### src/rtl/writeback_regfile_pkg.sv
`default_nettype none
// ============================================================================
//  Module      : writeback_regfile_pkg
//  Description : Constants, instruction-format codes and decode helpers
//                shared by the writeback stage and its register file.
//                - BIT_WIDTH       : datapath / register width
//                - REG_LR, REG_PC  : architectural indices of LR and PC
//                - PC_READ_OFFSET  : PC read-ahead seen on an R15 read
//                - decode_format, decode_branch_is_link, decode_rd_index
//  Revision    : 1.0  initial release
// ============================================================================
package writeback_regfile_pkg;

  localparam int          BIT_WIDTH      = 32;
  localparam int          REG_ADDR_W     = 4;
  localparam logic [3:0]  REG_LR         = 4'd14;
  localparam logic [3:0]  REG_PC         = 4'd15;
  localparam int          PC_READ_OFFSET = 8;
  localparam int          PC_STEP        = 4;

  typedef enum logic [1:0] {
    FMT_DATA   = 2'd0,
    FMT_MEM    = 2'd1,
    FMT_BRANCH = 2'd2,
    FMT_OTHER  = 2'd3
  } fmt_e;

  // op_hi is instruction bits [27:25].
  function automatic fmt_e decode_format(input logic [2:0] op_hi);
    fmt_e fmt;
    fmt = FMT_OTHER;
    if (op_hi[2:1] == 2'b00)      fmt = FMT_DATA;
    else if (op_hi[2:1] == 2'b01) fmt = FMT_MEM;
    else if (op_hi == 3'b101)     fmt = FMT_BRANCH;
    return fmt;
  endfunction

  // op is instruction bits [27:24]; bit 24 is the link flag of a branch.
  function automatic logic decode_branch_is_link(input logic [3:0] op);
    return (decode_format(op[3:1]) == FMT_BRANCH) && op[0];
  endfunction

  // Branch-with-link always targets LR; everything else uses the Rd field.
  function automatic logic [3:0] decode_rd_index(input logic [3:0] op,
                                                 input logic [3:0] rd_field);
    return decode_branch_is_link(op) ? REG_LR : rd_field;
  endfunction

endpackage
`default_nettype wire

### src/rtl/writeback_regfile_regfile_2r1w.sv
`default_nettype none
// ============================================================================
//  Module      : regfile_2r1w
//  Description : General-purpose register storage, two combinational read
//                ports and one synchronous write port with write-through
//                bypass. Addresses at or beyond NUM_ENTRIES read as zero.
//  Ports       : clk, nreset (sync, active-high)
//                we / waddr / wdata        write port
//                raddr_a / rdata_a         read port A
//                raddr_b / rdata_b         read port B
//  Revision    : 1.0  initial release
// ============================================================================
module regfile_2r1w #(
  parameter int DATA_W      = 32,
  parameter int ADDR_W      = 4,
  parameter int NUM_ENTRIES = 15
) (
  input  logic              clk,
  input  logic              nreset,
  input  logic              we,
  input  logic [ADDR_W-1:0] waddr,
  input  logic [DATA_W-1:0] wdata,
  input  logic [ADDR_W-1:0] raddr_a,
  output logic [DATA_W-1:0] rdata_a,
  input  logic [ADDR_W-1:0] raddr_b,
  output logic [DATA_W-1:0] rdata_b
);

  localparam int DEPTH = 2 ** ADDR_W;

  // Full address-space view so the read mux needs no range guard.
  logic [DATA_W-1:0] rd_arr [DEPTH];

  for (genvar i = 0; i < NUM_ENTRIES; i++) begin : g_entry
    logic [DATA_W-1:0] entry_q;
    logic [DATA_W-1:0] entry_d;

    always_comb begin
      entry_d = entry_q;
      if (we && (waddr == ADDR_W'(i))) entry_d = wdata;
    end

    always_ff @(posedge clk) begin
      if (nreset) entry_q <= '0;
      else        entry_q <= entry_d;
    end

    assign rd_arr[i] = entry_q;
  end

  for (genvar i = NUM_ENTRIES; i < DEPTH; i++) begin : g_unused
    assign rd_arr[i] = '0;
  end

  always_comb begin
    rdata_a = rd_arr[raddr_a];
    if (we && (waddr == raddr_a)) rdata_a = wdata;
    rdata_b = rd_arr[raddr_b];
    if (we && (waddr == raddr_b)) rdata_b = wdata;
  end

endmodule
`default_nettype wire

### src/rtl/writeback_regfile.sv
`default_nettype none
// ============================================================================
//  Module      : writeback_regfile
//  Description : Final pipeline stage. Commits executor results into the
//                architectural register file and the PC, serves the two
//                decoder read ports, drives fetch PC and a one-cycle flush
//                after every redirect, and counts retired writes.
//  Ports       : clk, nreset (sync, active-high)
//                enable, ready              stage handshake
//                pc_advance                 fetch step request (PC += 4)
//                executor_inst              instruction being committed
//                update_Rd / Rd_value       register commit
//                update_pc / new_pc         PC redirect
//                Rn_addr/Rn_value, Rm_addr/Rm_value  decoder read ports
//                pc, flush, retired_count   stage outputs
//  Revision    : 1.0  initial release
// ============================================================================
module writeback_regfile #(
  parameter int                     BIT_WIDTH = 32,
  parameter int                     NUM_REGS  = 16,
  parameter logic [BIT_WIDTH-1:0]   RESET_PC  = '0
) (
  input  logic                 clk,
  input  logic                 nreset,
  input  logic                 enable,
  output logic                 ready,
  input  logic                 pc_advance,
  input  logic [BIT_WIDTH-1:0] executor_inst,
  input  logic                 update_Rd,
  input  logic [BIT_WIDTH-1:0] Rd_value,
  input  logic                 update_pc,
  input  logic [BIT_WIDTH-1:0] new_pc,
  input  logic [3:0]           Rn_addr,
  input  logic [3:0]           Rm_addr,
  output logic [BIT_WIDTH-1:0] Rn_value,
  output logic [BIT_WIDTH-1:0] Rm_value,
  output logic [BIT_WIDTH-1:0] pc,
  output logic                 flush,
  output logic [BIT_WIDTH-1:0] retired_count
);

  import writeback_regfile_pkg::*;

  logic [3:0]           op_bits;
  logic [3:0]           rd_field;
  logic [3:0]           rd_idx;
  logic                 rd_is_pc;
  logic                 rf_we;
  logic                 redirect;
  logic [BIT_WIDTH-1:0] rf_rn;
  logic [BIT_WIDTH-1:0] rf_rm;
  logic [BIT_WIDTH-1:0] pc_read;

  logic                 ready_q,  ready_d;
  logic                 flush_q,  flush_d;
  logic [BIT_WIDTH-1:0] pc_q,     pc_d;
  logic [BIT_WIDTH-1:0] count_q,  count_d;

  logic unused_inst_bits;
  assign unused_inst_bits = ^{executor_inst[BIT_WIDTH-1:28], executor_inst[23:16],
                              executor_inst[11:0]};

  assign op_bits  = executor_inst[27:24];
  assign rd_field = executor_inst[15:12];
  assign rd_idx   = decode_rd_index(op_bits, rd_field);

  // An Rd write to R15 is a PC write and never reaches the register array.
  assign rd_is_pc = enable && update_Rd && (rd_idx == REG_PC);
  assign rf_we    = enable && update_Rd && (rd_idx != REG_PC);
  assign redirect = (enable && update_pc) || rd_is_pc;

  regfile_2r1w #(
    .DATA_W      (BIT_WIDTH),
    .ADDR_W      (REG_ADDR_W),
    .NUM_ENTRIES (NUM_REGS - 1)
  ) u_regs (
    .clk     (clk),
    .nreset  (nreset),
    .we      (rf_we),
    .waddr   (rd_idx),
    .wdata   (Rd_value),
    .raddr_a (Rn_addr),
    .rdata_a (rf_rn),
    .raddr_b (Rm_addr),
    .rdata_b (rf_rm)
  );

  always_comb begin
    ready_d = enable;
    flush_d = redirect;
    count_d = count_q;
    if (enable && (update_Rd || update_pc)) count_d = count_q + BIT_WIDTH'(1);

    // Explicit redirect beats an R15 write, which beats a sequential step.
    pc_d = pc_q;
    if (enable && update_pc) pc_d = new_pc;
    else if (rd_is_pc)       pc_d = Rd_value;
    else if (pc_advance)     pc_d = pc_q + BIT_WIDTH'(PC_STEP);
  end

  always_ff @(posedge clk) begin
    if (nreset) begin
      ready_q <= 1'b0;
      flush_q <= 1'b0;
      pc_q    <= RESET_PC;
      count_q <= '0;
    end else begin
      ready_q <= ready_d;
      flush_q <= flush_d;
      pc_q    <= pc_d;
      count_q <= count_d;
    end
  end

  assign pc_read  = pc_q + BIT_WIDTH'(PC_READ_OFFSET);
  assign Rn_value = (Rn_addr == REG_PC) ? pc_read : rf_rn;
  assign Rm_value = (Rm_addr == REG_PC) ? pc_read : rf_rm;

  assign ready         = ready_q;
  assign flush         = flush_q;
  assign pc            = pc_q;
  assign retired_count = count_q;

endmodule
`default_nettype wire

### config.mk
export PLATFORM = sky130hd
export DESIGN_NAME = writeback_regfile
export DESIGN_NICKNAME = d
export VERILOG_FILES = /design/src/rtl/writeback_regfile_pkg.sv /design/src/rtl/writeback_regfile_regfile_2r1w.sv /design/src/rtl/writeback_regfile.sv
export SDC_FILE = /design/constraint.sdc
export NUM_CORES = 2
export LEC_CHECK = 0
export CORE_MARGIN = 2
export CORE_UTILIZATION = 55
export CTS_CLUSTER_SIZE = 28
export DETAILED_ROUTE_END_ITERATION = 10
export GPL_ROUTABILITY_DRIVEN = 0
export PLACE_DENSITY = 0.86
export RECOVER_POWER = 100
export SLEW_MARGIN = 20
export SYNTH_ARGS = -nofsm -noshare
export SYNTH_HDL_FRONTEND = slang
export SYNTH_SLANG_ARGS = --single-unit
### constraint.sdc
create_clock -name clk -period 8.27 [get_ports clk]
set_input_delay 2.0675 -clock clk [delete_from_list [all_inputs] [get_ports clk]]
set_output_delay 2.0675 -clock clk [all_outputs]
set_load 0.03 [all_outputs]
==> out/results.ini <==
[status]
status = complete, but fails checks
violations = design-rule violations, max-capacitance violations, max-slew violations

[synth]
yosysTopAreaCell = dfxtp_1
syn_inst = 3738
synth.distinct_cells = 62
synth_seq_cells = 546
async_flop_share = 0
dominantRegCellSynth = dfxtp_1
yosys-top-cells-area = dfxtp_1 36%, nand2_1 13%, mux4_2 9.7%, a21oi_1 9.0%, mux2i_1 7.4%
yosysTopAreaCellShare = 0.3638
syn_nets = 3851
synth_warnings = 0
synth_edf_count = 0
ys_seq_area_frac = 0.3638
synth_area_sq_um = 30050
avgSynthCellArea_sq_um = 8.039

[timing]
slew_headroom = -3.018
rsz0062_at_grt = false
worst_slack_ns = 0.3061
slew_violations = 148
tightest_slew_ns = 6.027
period_minus_slack_ns = 7.964
setup_viol = 0
max_freq_mhz = 125.6
period_share = 0.9630
skew_ns = 0.01459
timing.final.hold_violations = 0
final.setup.tns_ns = 0

[clock_network]
cts_hold_buf = 0
clk_pin_slew_ns = 0.06
cts_tree = built
post_cts_resized = 0
post-cts-setup-buffer-count = 0
clock_sinks = 546
cts_buffer_depth = 3
insertion_delay_ns = 0.63
ctsRootBufferMaster = clkbuf_16
cts_htree_levels = 2
cts_buffers = 54

[global_routing]
grt_usage = 0.3891
grt_max_degree = 230
grt-ovfl-total = 0
grt_pass1_wl_mm = 169.6
grt_pass1_vias = 29710
grt_antenna_before_repair = 5

[worst_setup_path]
critPathCaptureType = output pin
crit_path_start_kind = input port
required_ns = 6.20
worstPathArrival_ns = 5.90
critPathKind = input port to output pin
cp_max_fo = 31

[pwr]
p_leak_uw = 0.01131
p_per_area_nw_per_um2 = 178.6
vdd_ir_drop_max_uv = 154.2

[layout]
areaGrowthSynthToFinish_pct = 13.15
nNetsFinal = 3804
drive_above_1_share = 0.09298
final_common_cell = nand2_1
final_cell_area_sq_um = 34000
num-fill-cells = 4237
final_util = 0.6305
most-common-layout-cells = 1026 x nand2_1, 546 x dfxtp_1, 540 x a21oi_1, 222 x mux2i_1, 129 x mux4_2

[placement]
pre_cts_ws_ns = 0.9818
post-dp-hpwl_mm = 67.54
placed_area_sq_um = 32180
portBuffers = 215

[die]
die_w_um = 237.7
core_sq_um = 53920
io_pins = 240
die_h_um = 237.7
fp-row-count = 85
dieArea_sq_um = 56520
start_util = 0.5573

[drt]
ant_nets = 0
wl_mm = 113.7
dr.first_iter.drc_count = 5184
first_pass_iters = 11
vias = 31130
drc_errors = 1
wl_per_cell_um = 25.66
avgViaCountPerCell = 7.022

[flow_run]
maxCapViolCount = 1

[hold_path]
hold_path.class = flop to flop

## registers in the layout, summed over array words and instances (netlist names)
name                    flops
u_regs.g_entry.entry_q    480
pc                         32
retired_count              32
flush                       1
ready                       1
## worst max-delay path, stage by stage
cell	delay (ns)
clkbuf_2	0.84
nor2b_4	1.21
a221oi_1	0.24
nor3_1	0.26
a21oi_1	0.08
mux2i_1	0.12
o21ai_0	0.26
dlygate4sd3_1	0.78
## path summary, 6_finish.rpt
| path | from | to | slack, ns | depth (start not counted) |
|---|---|---|---|---|
| setup / recovery | Rm_addr[1] | Rm_value[11] | 0.31 | 8 |
| hold / removal | u_regs.g_entry[13].entry_q[20] | u_regs.g_entry[13].entry_q[20] | 0.45 | 2 |
| setup reg to reg | pc[2] | pc[20] | 5.07 | 7 |
| hold reg to reg | u_regs.g_entry[13].entry_q[20] | u_regs.g_entry[13].entry_q[20] | 0.45 | 2 |
## routing by layer
metal  GRT usage  share of wire  vias up
li1            -              -    13110
met1      0.4655           0.33    14390
met2      0.5732           0.42     2829
met3      0.1283           0.16      804
met4      0.3110          0.089        0
met5           0              0        -
## cells in the mapped netlist (4+ instances only)
cell type	count
a211oi_1	43
a21oi_1	541
a221o_1	30
a221oi_1	65
a22oi_1	4
a311oi_1	5
a31oi_1	7
a32oi_1	6
and2_1	9
and3_1	9
and4_1	15
buf_1	4
buf_2	79
buf_4	15
buf_6	8
clkbuf_1	293
dfxtp_1	546
inv_1	37
mux2i_1	222
mux4_2	129
nand2_1	1026
nand2b_1	6
nand3_1	92
nand4_1	27
nor2_1	89
nor2b_1	7
nor3_1	85
nor3_2	4
nor4_1	9
o211ai_1	5
o21a_1	6
o21ai_0	91
o21ai_1	26
o221ai_1	61
o22ai_1	10
or3_1	9
xnor2_1	29
xor2_1	45
## metrics by stage
stage	instances	power [uW]	hold WS, ns
3_5_place_dp	4328	3568	0.4463
5_1_grt	4431	6168	0.4729
4_1_cts	4425	6016	0.4547
2_1_floorplan	3738	3262	0.4363
6_report	4433	6071	0.4544
3_3_place_gp	4327	3558	0.4425
## cells by family after synthesis
family / after synthesis / share of synthesized area
muxes: 351 / 0.1706
DFF: 546 / 0.3638
and+or+nand+nor: 1407 / 0.1973
buffers and inverters: 436 / 0.06163
xor gates and xnor gates: 74 / 0.02157
adders and majority gates: 3 / 0.001249
AOI/OAI and AO/OA: 921 / 0.1839
## final cells by class
| type | instances | area (sq um) | share of cell area |
|---|---|---|---|
| sequential | 546 | 10930 | 0.3215 |
| tap | 696 | 870.8 | 0.02561 |
| inverter | 37 | 138.9 | 0.004085 |
| clock inverter | 18 | 186.4 | 0.005483 |
| clock buffer | 79 | 1587 | 0.04666 |
| timing repair buffer | 296 | 2834 | 0.08335 |
| multi-input combinational | 2756 | 17440 | 0.5129 |
| antenna | 5 | 12.51 | 0.0003680 |
## power breakdown
group,leakage [uW],total [uW],switching [uW],internal (uW)
logic,0.00604,838,566,271
registers,0.00441,2710,47.2,2660
clock network,0.000866,2530,1100,1420
total,0.0113,6070,1720,4350
No activity file was read; power rests on OpenSTA's default activity.
